[src/rtl/router_pkg.sv]
// Shared definitions for the router synchroniser.
//   TIMEOUT_DEF : default stall cycles before a FIFO soft reset
//   NUM_PORTS   : number of output FIFOs
//   CNT_W       : stall counter width
//   addr_e      : destination address encodings
//   addr_onehot : address to one-hot FIFO select (invalid address -> none)
package router_pkg;

  localparam int TIMEOUT_DEF = 30;
  localparam int NUM_PORTS   = 3;
  localparam int CNT_W       = 5;

  typedef enum logic [1:0] {
    ADDR_P0  = 2'b00,
    ADDR_P1  = 2'b01,
    ADDR_P2  = 2'b10,
    ADDR_INV = 2'b11
  } addr_e;

  function automatic logic [NUM_PORTS-1:0] addr_onehot(input addr_e a);
    logic [NUM_PORTS-1:0] oh;
    oh = '0;
    case (a)
      ADDR_P0: oh = 3'b001;
      ADDR_P1: oh = 3'b010;
      ADDR_P2: oh = 3'b100;
      default: oh = '0;
    endcase
    return oh;
  endfunction

endpackage

[src/rtl/router_sync_timer.sv]
// Per-port stall watchdog.
// Counts consecutive cycles where the port has valid data but is not being
// read. When the TIMEOUT-th such cycle ends, soft_reset is registered high
// for one cycle and the count restarts from zero.
//   clock      : rising-edge clock
//   reset      : synchronous active-high reset
//   vld        : port holds data (FIFO not empty)
//   read_enb   : downstream is reading this port
//   soft_reset : one-cycle flush pulse
module router_sync_timer
  import router_pkg::*;
#(
  parameter int TIMEOUT = TIMEOUT_DEF
) (
  input  logic clock,
  input  logic reset,
  input  logic vld,
  input  logic read_enb,
  output logic soft_reset
);

  localparam logic [CNT_W-1:0] LAST = CNT_W'(TIMEOUT - 1);

  logic [CNT_W-1:0] cnt;
  logic             stall;

  // A read wins over the stall, so a read in the would-be last cycle
  // clears the count and suppresses the pulse.
  assign stall = vld & ~read_enb;

  always_ff @(posedge clock) begin
    if (reset) begin
      cnt        <= '0;
      soft_reset <= 1'b0;
    end else if (stall) begin
      if (cnt == LAST) begin
        cnt        <= '0;
        soft_reset <= 1'b1;
      end else begin
        cnt        <= cnt + 1'b1;
        soft_reset <= 1'b0;
      end
    end else begin
      cnt        <= '0;
      soft_reset <= 1'b0;
    end
  end

endmodule

[src/rtl/router_sync.sv]
// Router synchroniser: latches the packet destination address, steers the
// FIFO write enable, reports the addressed FIFO's full flag, exposes per-port
// data-valid flags and flushes any FIFO whose data sits unread too long.
//   clock, reset              : clock, synchronous active-high reset
//   detect_add, data_in[1:0]  : header strobe and destination address
//   write_enb_reg             : request to write the current byte
//   read_enb_0/1/2            : downstream read strobes
//   empty_0/1/2, full_0/1/2   : FIFO status flags
//   write_enb[2:0]            : one-hot FIFO write enable
//   fifo_full                 : full flag of the addressed FIFO
//   vld_out_0/1/2             : per-port data valid
//   soft_reset_0/1/2          : per-FIFO flush pulse
module router_sync
  import router_pkg::*;
#(
  parameter int TIMEOUT = TIMEOUT_DEF
) (
  input  logic       clock,
  input  logic       reset,
  input  logic       detect_add,
  input  logic [1:0] data_in,
  input  logic       write_enb_reg,
  input  logic       read_enb_0,
  input  logic       read_enb_1,
  input  logic       read_enb_2,
  input  logic       empty_0,
  input  logic       empty_1,
  input  logic       empty_2,
  input  logic       full_0,
  input  logic       full_1,
  input  logic       full_2,
  output logic [2:0] write_enb,
  output logic       fifo_full,
  output logic       vld_out_0,
  output logic       vld_out_1,
  output logic       vld_out_2,
  output logic       soft_reset_0,
  output logic       soft_reset_1,
  output logic       soft_reset_2
);

  addr_e                addr;
  logic [NUM_PORTS-1:0] vld;
  logic [NUM_PORTS-1:0] rd;
  logic [NUM_PORTS-1:0] sr;

  // Address register. A write in the same cycle as detect_add still uses
  // the old address; the new one takes effect from the next cycle.
  always_ff @(posedge clock) begin
    if (reset)           addr <= ADDR_P0;
    else if (detect_add) addr <= addr_e'(data_in);
  end

  assign write_enb = write_enb_reg ? addr_onehot(addr) : '0;

  always_comb begin
    fifo_full = 1'b0;
    case (addr)
      ADDR_P0: fifo_full = full_0;
      ADDR_P1: fifo_full = full_1;
      ADDR_P2: fifo_full = full_2;
      default: fifo_full = 1'b0;
    endcase
  end

  assign vld = ~{empty_2, empty_1, empty_0};
  assign rd  = {read_enb_2, read_enb_1, read_enb_0};

  assign {vld_out_2, vld_out_1, vld_out_0} = vld;

  // One independent watchdog per output port.
  for (genvar i = 0; i < NUM_PORTS; i++) begin : g_timer
    router_sync_timer #(.TIMEOUT(TIMEOUT)) u_timer (
      .clock      (clock),
      .reset      (reset),
      .vld        (vld[i]),
      .read_enb   (rd[i]),
      .soft_reset (sr[i])
    );
  end

  assign {soft_reset_2, soft_reset_1, soft_reset_0} = sr;

endmodule

[config.mk]
export PLATFORM = sky130hd
export DESIGN_NAME = router_sync
export DESIGN_NICKNAME = d
export VERILOG_FILES = /design/src/rtl/router_pkg.sv /design/src/rtl/router_sync_timer.sv /design/src/rtl/router_sync.sv
export SDC_FILE = /design/constraint.sdc
export NUM_CORES = 1
export LEC_CHECK = 0
export ABC_AREA = 1
export BUFFER_PORTS_ARGS = -buffer_cell sky130_fd_sc_hd__clkbuf_2
export CAP_MARGIN = 25
export CORE_MARGIN = 2
export CORE_UTILIZATION = 45
export DETAILED_ROUTE_END_ITERATION = 7
export GPL_TIMING_DRIVEN = 0
export PLACE_DENSITY = 0.7
export SYNTH_ARGS = -nofsm -noshare
export SYNTH_HDL_FRONTEND = slang
export SYNTH_SLANG_ARGS = --single-unit
export TNS_END_PERCENT = 100
[constraint.sdc]
create_clock -name clock -period 1.8 [get_ports clock]
set_clock_uncertainty 0.1 [all_clocks]
set_input_delay 0.27 -clock clock [delete_from_list [all_inputs] [get_ports clock]]
set_output_delay 0.27 -clock clock [all_outputs]
set_load 0.1 [all_outputs]
# After elaboration in Yosys (flattened, before gate mapping)
# Index checks and enable logic that the tools add are counted.
dict set report word_totals {
  ff_bits 20
  inputBits 15
  elab_cells 38
  output_inout_bits 10
}
dict set report op_classes {
  eq_ne 5
  mux 6
  n_reduce_logical 7
  add_sub_neg 3
  bitwise_logic 10
}
# operator count
set ops {}
lappend ops {{$add A5 B1 Y5 const B} 3}
lappend ops {{$eq A5 B5 Y1 const B} 3}
lappend ops {{$pmux W3 S3} 1}
lappend ops {{$reduce_or A3 Y1} 3}
lappend ops {{$not A1 Y1} 6}
lappend ops {{$reduce_or A2 Y1} 3}
lappend ops {{$and A1 B1 Y1} 3}
lappend ops {{$mux W1} 3}
lappend ops {{$mux W3} 1}
lappend ops {{$not A3 Y3} 1}
lappend ops {{$pmux W1 S3} 1}
lappend ops {{$eq A2 B1 Y1 const B} 1}
lappend ops {{$eq A2 B2 Y1 const B} 1}
lappend ops {{$logic_not A2 Y1} 1}

# Logic depth before layout (Yosys ltp)
dict set report depth {
  depth_word 4
  ltp_mapped 7
  depth_no_buf 7
}

# Cells and area by module
# Synthesis repeated with hierarchy kept, for this count alone.
dict set report unflattened {
  hier_cells 128
  hier_area_um2 950.9
}
# module instances seq_area_each_um2 cells_each area_per_inst_um2
set modules_own_cells {}
lappend modules_own_cells {router_sync_timer 3 120.1 35 270.3}
lappend modules_own_cells {router_sync 1 40.0 23 140.1}

# Worst setup path before layout
# OpenSTA, ideal clock, no wires.
dict set report synth_path {
  path_kind {register to output}
  start {reg addr[1]}
  end {out write_enb[2]}
  path_buffers 0
  arrival_ns 2.492
  path_slack_ns -1.062
  required_ns 1.430
  stages_incl_launch_ff 3
  path_cell_list {dfxtp_1 -> inv_1 -> nor3_1}
}
dict set report synth_between {
  elab_chain_len 3
  word_cells_on_any_way 5
  classes_between {eq/ne (2); mux (2); reduce/logical (1)}
}
# item line
set synth_rtl {}
lappend synth_rtl {{start, declared} router_sync.sv:42} ;# addr_e addr;
lappend synth_rtl {{start signal, assigned} router_sync.sv:51} ;# else if (detect_add) addr <= addr_e'(data_in);
lappend synth_rtl {{$eq A2 B2 Y1 (tied with other cells)} router_pkg.sv:23} ;# case (a)
lappend synth_rtl {{$pmux W3 S3 *} router_pkg.sv:23}
lappend synth_rtl {{$mux W3 *} router_sync.sv:54} ;# assign write_enb = write_enb_reg ? addr_onehot(addr) : '0;
lappend synth_rtl {{end, declared} router_sync.sv:32} ;# output logic [2:0] write_enb,
# Every way passes the cells marked *; elsewhere a longest branch is shown, timed or not.

# Worst setup path in the final report
dict set report layout_path {
  start {reg addr[0]}
  end {out write_enb[1]}
}
# The elaborated chain is that of the path after synthesis.

==> summary.md <==
| Metric | Value |
|---|---|
| Outcome | `finished, final reports clean` |
| Cell taking the most area after synthesis | `dfxtp_1` |
| GPL Wtd Cong | `0.746` |
| Die Y | `50.2 µm` |
| Via/cell ratio | `4.69` |
| DR WL/cell | `9.48 µm` |
| Initial DRC count | `14` |
| Area contributors post-synth | `dfxtp_1, inv_1, ha_1` |
| IO Port Bufs | `24` |
| Crit start category | `flop` |
| Syn avg cell area | `7.68 µm²` |
| Clk buf depth | `2` |
| Hold Vio Cnt, Final | `0` |
| Max_cap viols | `0` |
| Worst Tran Pin Value | `546 ps` |
| RSZ-0062 raised after global routing | `no` |
| Grt ovf | `0` |
| TritonCTS Sinks | `20` |
| Detailed placement HPWL | `1400 µm` |
| H-tree levels | `1` |
| Worst setup margin | `107 ps` |
| Share of cells above drive strength 1 | `0.309` |
| Final ANT Viol Nets | `0` |
| Worst path required time | `1430 ps` |
| Share of Yosys cell area claimed by the top area cell type | `0.417` |
| Synth warn | `0` |
| Peak Freq | `0.591 GHz` |
| Power Density | `690 nW/µm²` |
| Vias | `839` |
| GRT Total Usage | `0.153` |
| Vias in the first global route | `739` |
| Root Driver | `clkbuf_4` |
| Pre-CTS setup slack | `302 ps` |
| Nets | `175` |
| Post-Route WL | `1700 µm` |
| Final min period | `1690 ps` |
| Dpl cells | `176` |
| Setup Viol. Count Final | `0` |
| Remaining DRCs | `0` |
| Syn Nets | `146` |
| Finished Layout Cells | `179` |
| Worst-Skew Late Latency | `280 ps` |
| Yosys reg bits | `20` |
| Yosys cell types | `18` |
| Max VDD drop | `0.000396 V` |
| Worst hold stages | `2` |
| CTS tree | `done` |
| HP Class | `in -> reg` |
| Ant diodes | `0` |
| Initial antenna violation count | `0` |
| Initial Util | `0.484` |
| Core box area | `1980 µm²` |
| Design area | `1160 µm²` |
| Hold buffers post-CTS | `0` |
| Ports | `25` |
| First-pass GRT wire length | `2910 µm` |
| LEAKAGE | `0.000553 µW` |
| Cts bufs inserted | `3` |
| Post-Synthesis Cell Area | `960 µm²` |
| Max Slew Vio Count | `0` |
| Relative slew slack | `0.638` |
| Final core occ | `0.585` |
| Post-Syn Instances | `125` |
| Die ar. | `2520 µm²` |
| FP Rows | `16` |
| CP Capture Type | `output pin` |
| Dpl cell area | `1130 µm²` |
| CTS clk-pin slew, worst paths | `100 ps` |
| Syn-to-layout area delta | `20.7%` |
| Drt pass-1 iters | `5` |
| Pin count of the biggest net entering global routing | `11` |
| Fin crit share | `0.941` |
| Critical Path AT | `1320 ps` |
| Sequential area share after synthesis | `0.417` |
| R2R depth | `7` |
| Crit-path max FO | `4` |
| Die Width | `50.2 µm` |
| WS Path Type | `reg -> out` |
| Filler cells | `192` |
per-stage QoR:
step | TNS, ps | hold WS, ps | power, µW
global placement | 0 | 364 | 608
detailed placement | 0 | 375 | 610
finish | 0 | 81.5 | 799
CTS | 0 | 65.4 | 816
global route | 0 | 68.0 | 836
floorplan | -614 | 239 | 575
power breakdown:
group          switching (µW)  total, µW  internal (µW)
clock network             120        197           77.7
logic                     112        144           32.9
registers                8.26        457            449
total                     240        799            560
cells by family after synthesis:
kind of cell               synth area share
and+or+nand+nor                       0.359
buffers and inverters                0.0978
xor gates and xnor gates             0.0274
AOI/OAI and AO/OA                    0.0209
DFF                                   0.417
adders and majority gates            0.0782
final cells by class:
class	count	area [µm²]	share of cell area
clock buffer	3	22.5	0.0194
inverter	25	93.8	0.0810
multi-input combinational	80	480	0.415
sequential	20	400	0.346
tap	27	33.8	0.0292
timing repair buffer	24	128	0.110
Yosys cell counts:
master and instances:
nor3_1 3, nor2_2 4, nor2_4 1, dfxtp_1 20, nand2_2 7, nand2_1 19, nand2_4 1, inv_2 1
nand4_1 6, nor3_2 3, nand3_1 10, nor2_1 13, xnor2_1 3, inv_1 23, o21ai_0 2, ha_1 6
a21oi_1 2, clkinv_1 1
cell usage in the layout, fill, tap and decap left out, drive strengths merged:
| cell type | Yosys | routed |
|---|---|---|
| nand2 | 27 | 27 |
| xnor2 | 3 | 3 |
| a21oi | 2 | 2 |
| dfxtp | 20 | 20 |
| nand3 | 10 | 10 |
| o21ai | 2 | 2 |
| clkinv | 1 | 1 |
| inv | 24 | 24 |
| ha | 6 | 6 |
| nand4 | 6 | 6 |
| clkbuf | 0 | 27 |
| nor2 | 18 | 18 |
| nor3 | 6 | 6 |
flip-flops by register name, indices dropped and copies added, names as in the netlist:
signal and count:
g_timer.u_timer.cnt 15, g_timer.u_timer.soft_reset 3, addr 2
timing repair:
| action | in CTS | in global routing |
|---|---|---|
| buffers inserted | 0 | 0 |
| gates resized for setup | 3 | 0 |
| setup endpoints to repair | 3 | 0 |
| endpoints found under the hold margin | 0 | 0 |
critical path, stage by stage (launching register included):
cell and delay [ps]:
dfxtp_1 420, inv_1 120, nor3_2 150, clkbuf_4 340
final timing paths:
check / startpoint / end / slack [ps]
max: addr[0]$_SDFFE_PP0P_ / write_enb[1] / 110
max reg2reg: g_timer[1].u_timer.cnt[1]$_SDFF_PP0_ / g_timer[1].u_timer.cnt[3]$_SDFF_PP0_ / 650
min: reset / g_timer[0].u_timer.soft_reset$_SDFF_PP0_ / 80
min reg2reg: g_timer[1].u_timer.cnt[0]$_SDFF_PP0_ / g_timer[1].u_timer.cnt[0]$_SDFF_PP0_ / 390
routing by layer:
layer | track usage | part of all wire
met3 | 0.0446 | 0.077
met2 | 0.268 | 0.47
met1 | 0.169 | 0.44
met5 | 0 | 0
met4 | 0.0694 | 0.011
Note: power is estimated with default switching activity, not from simulation.
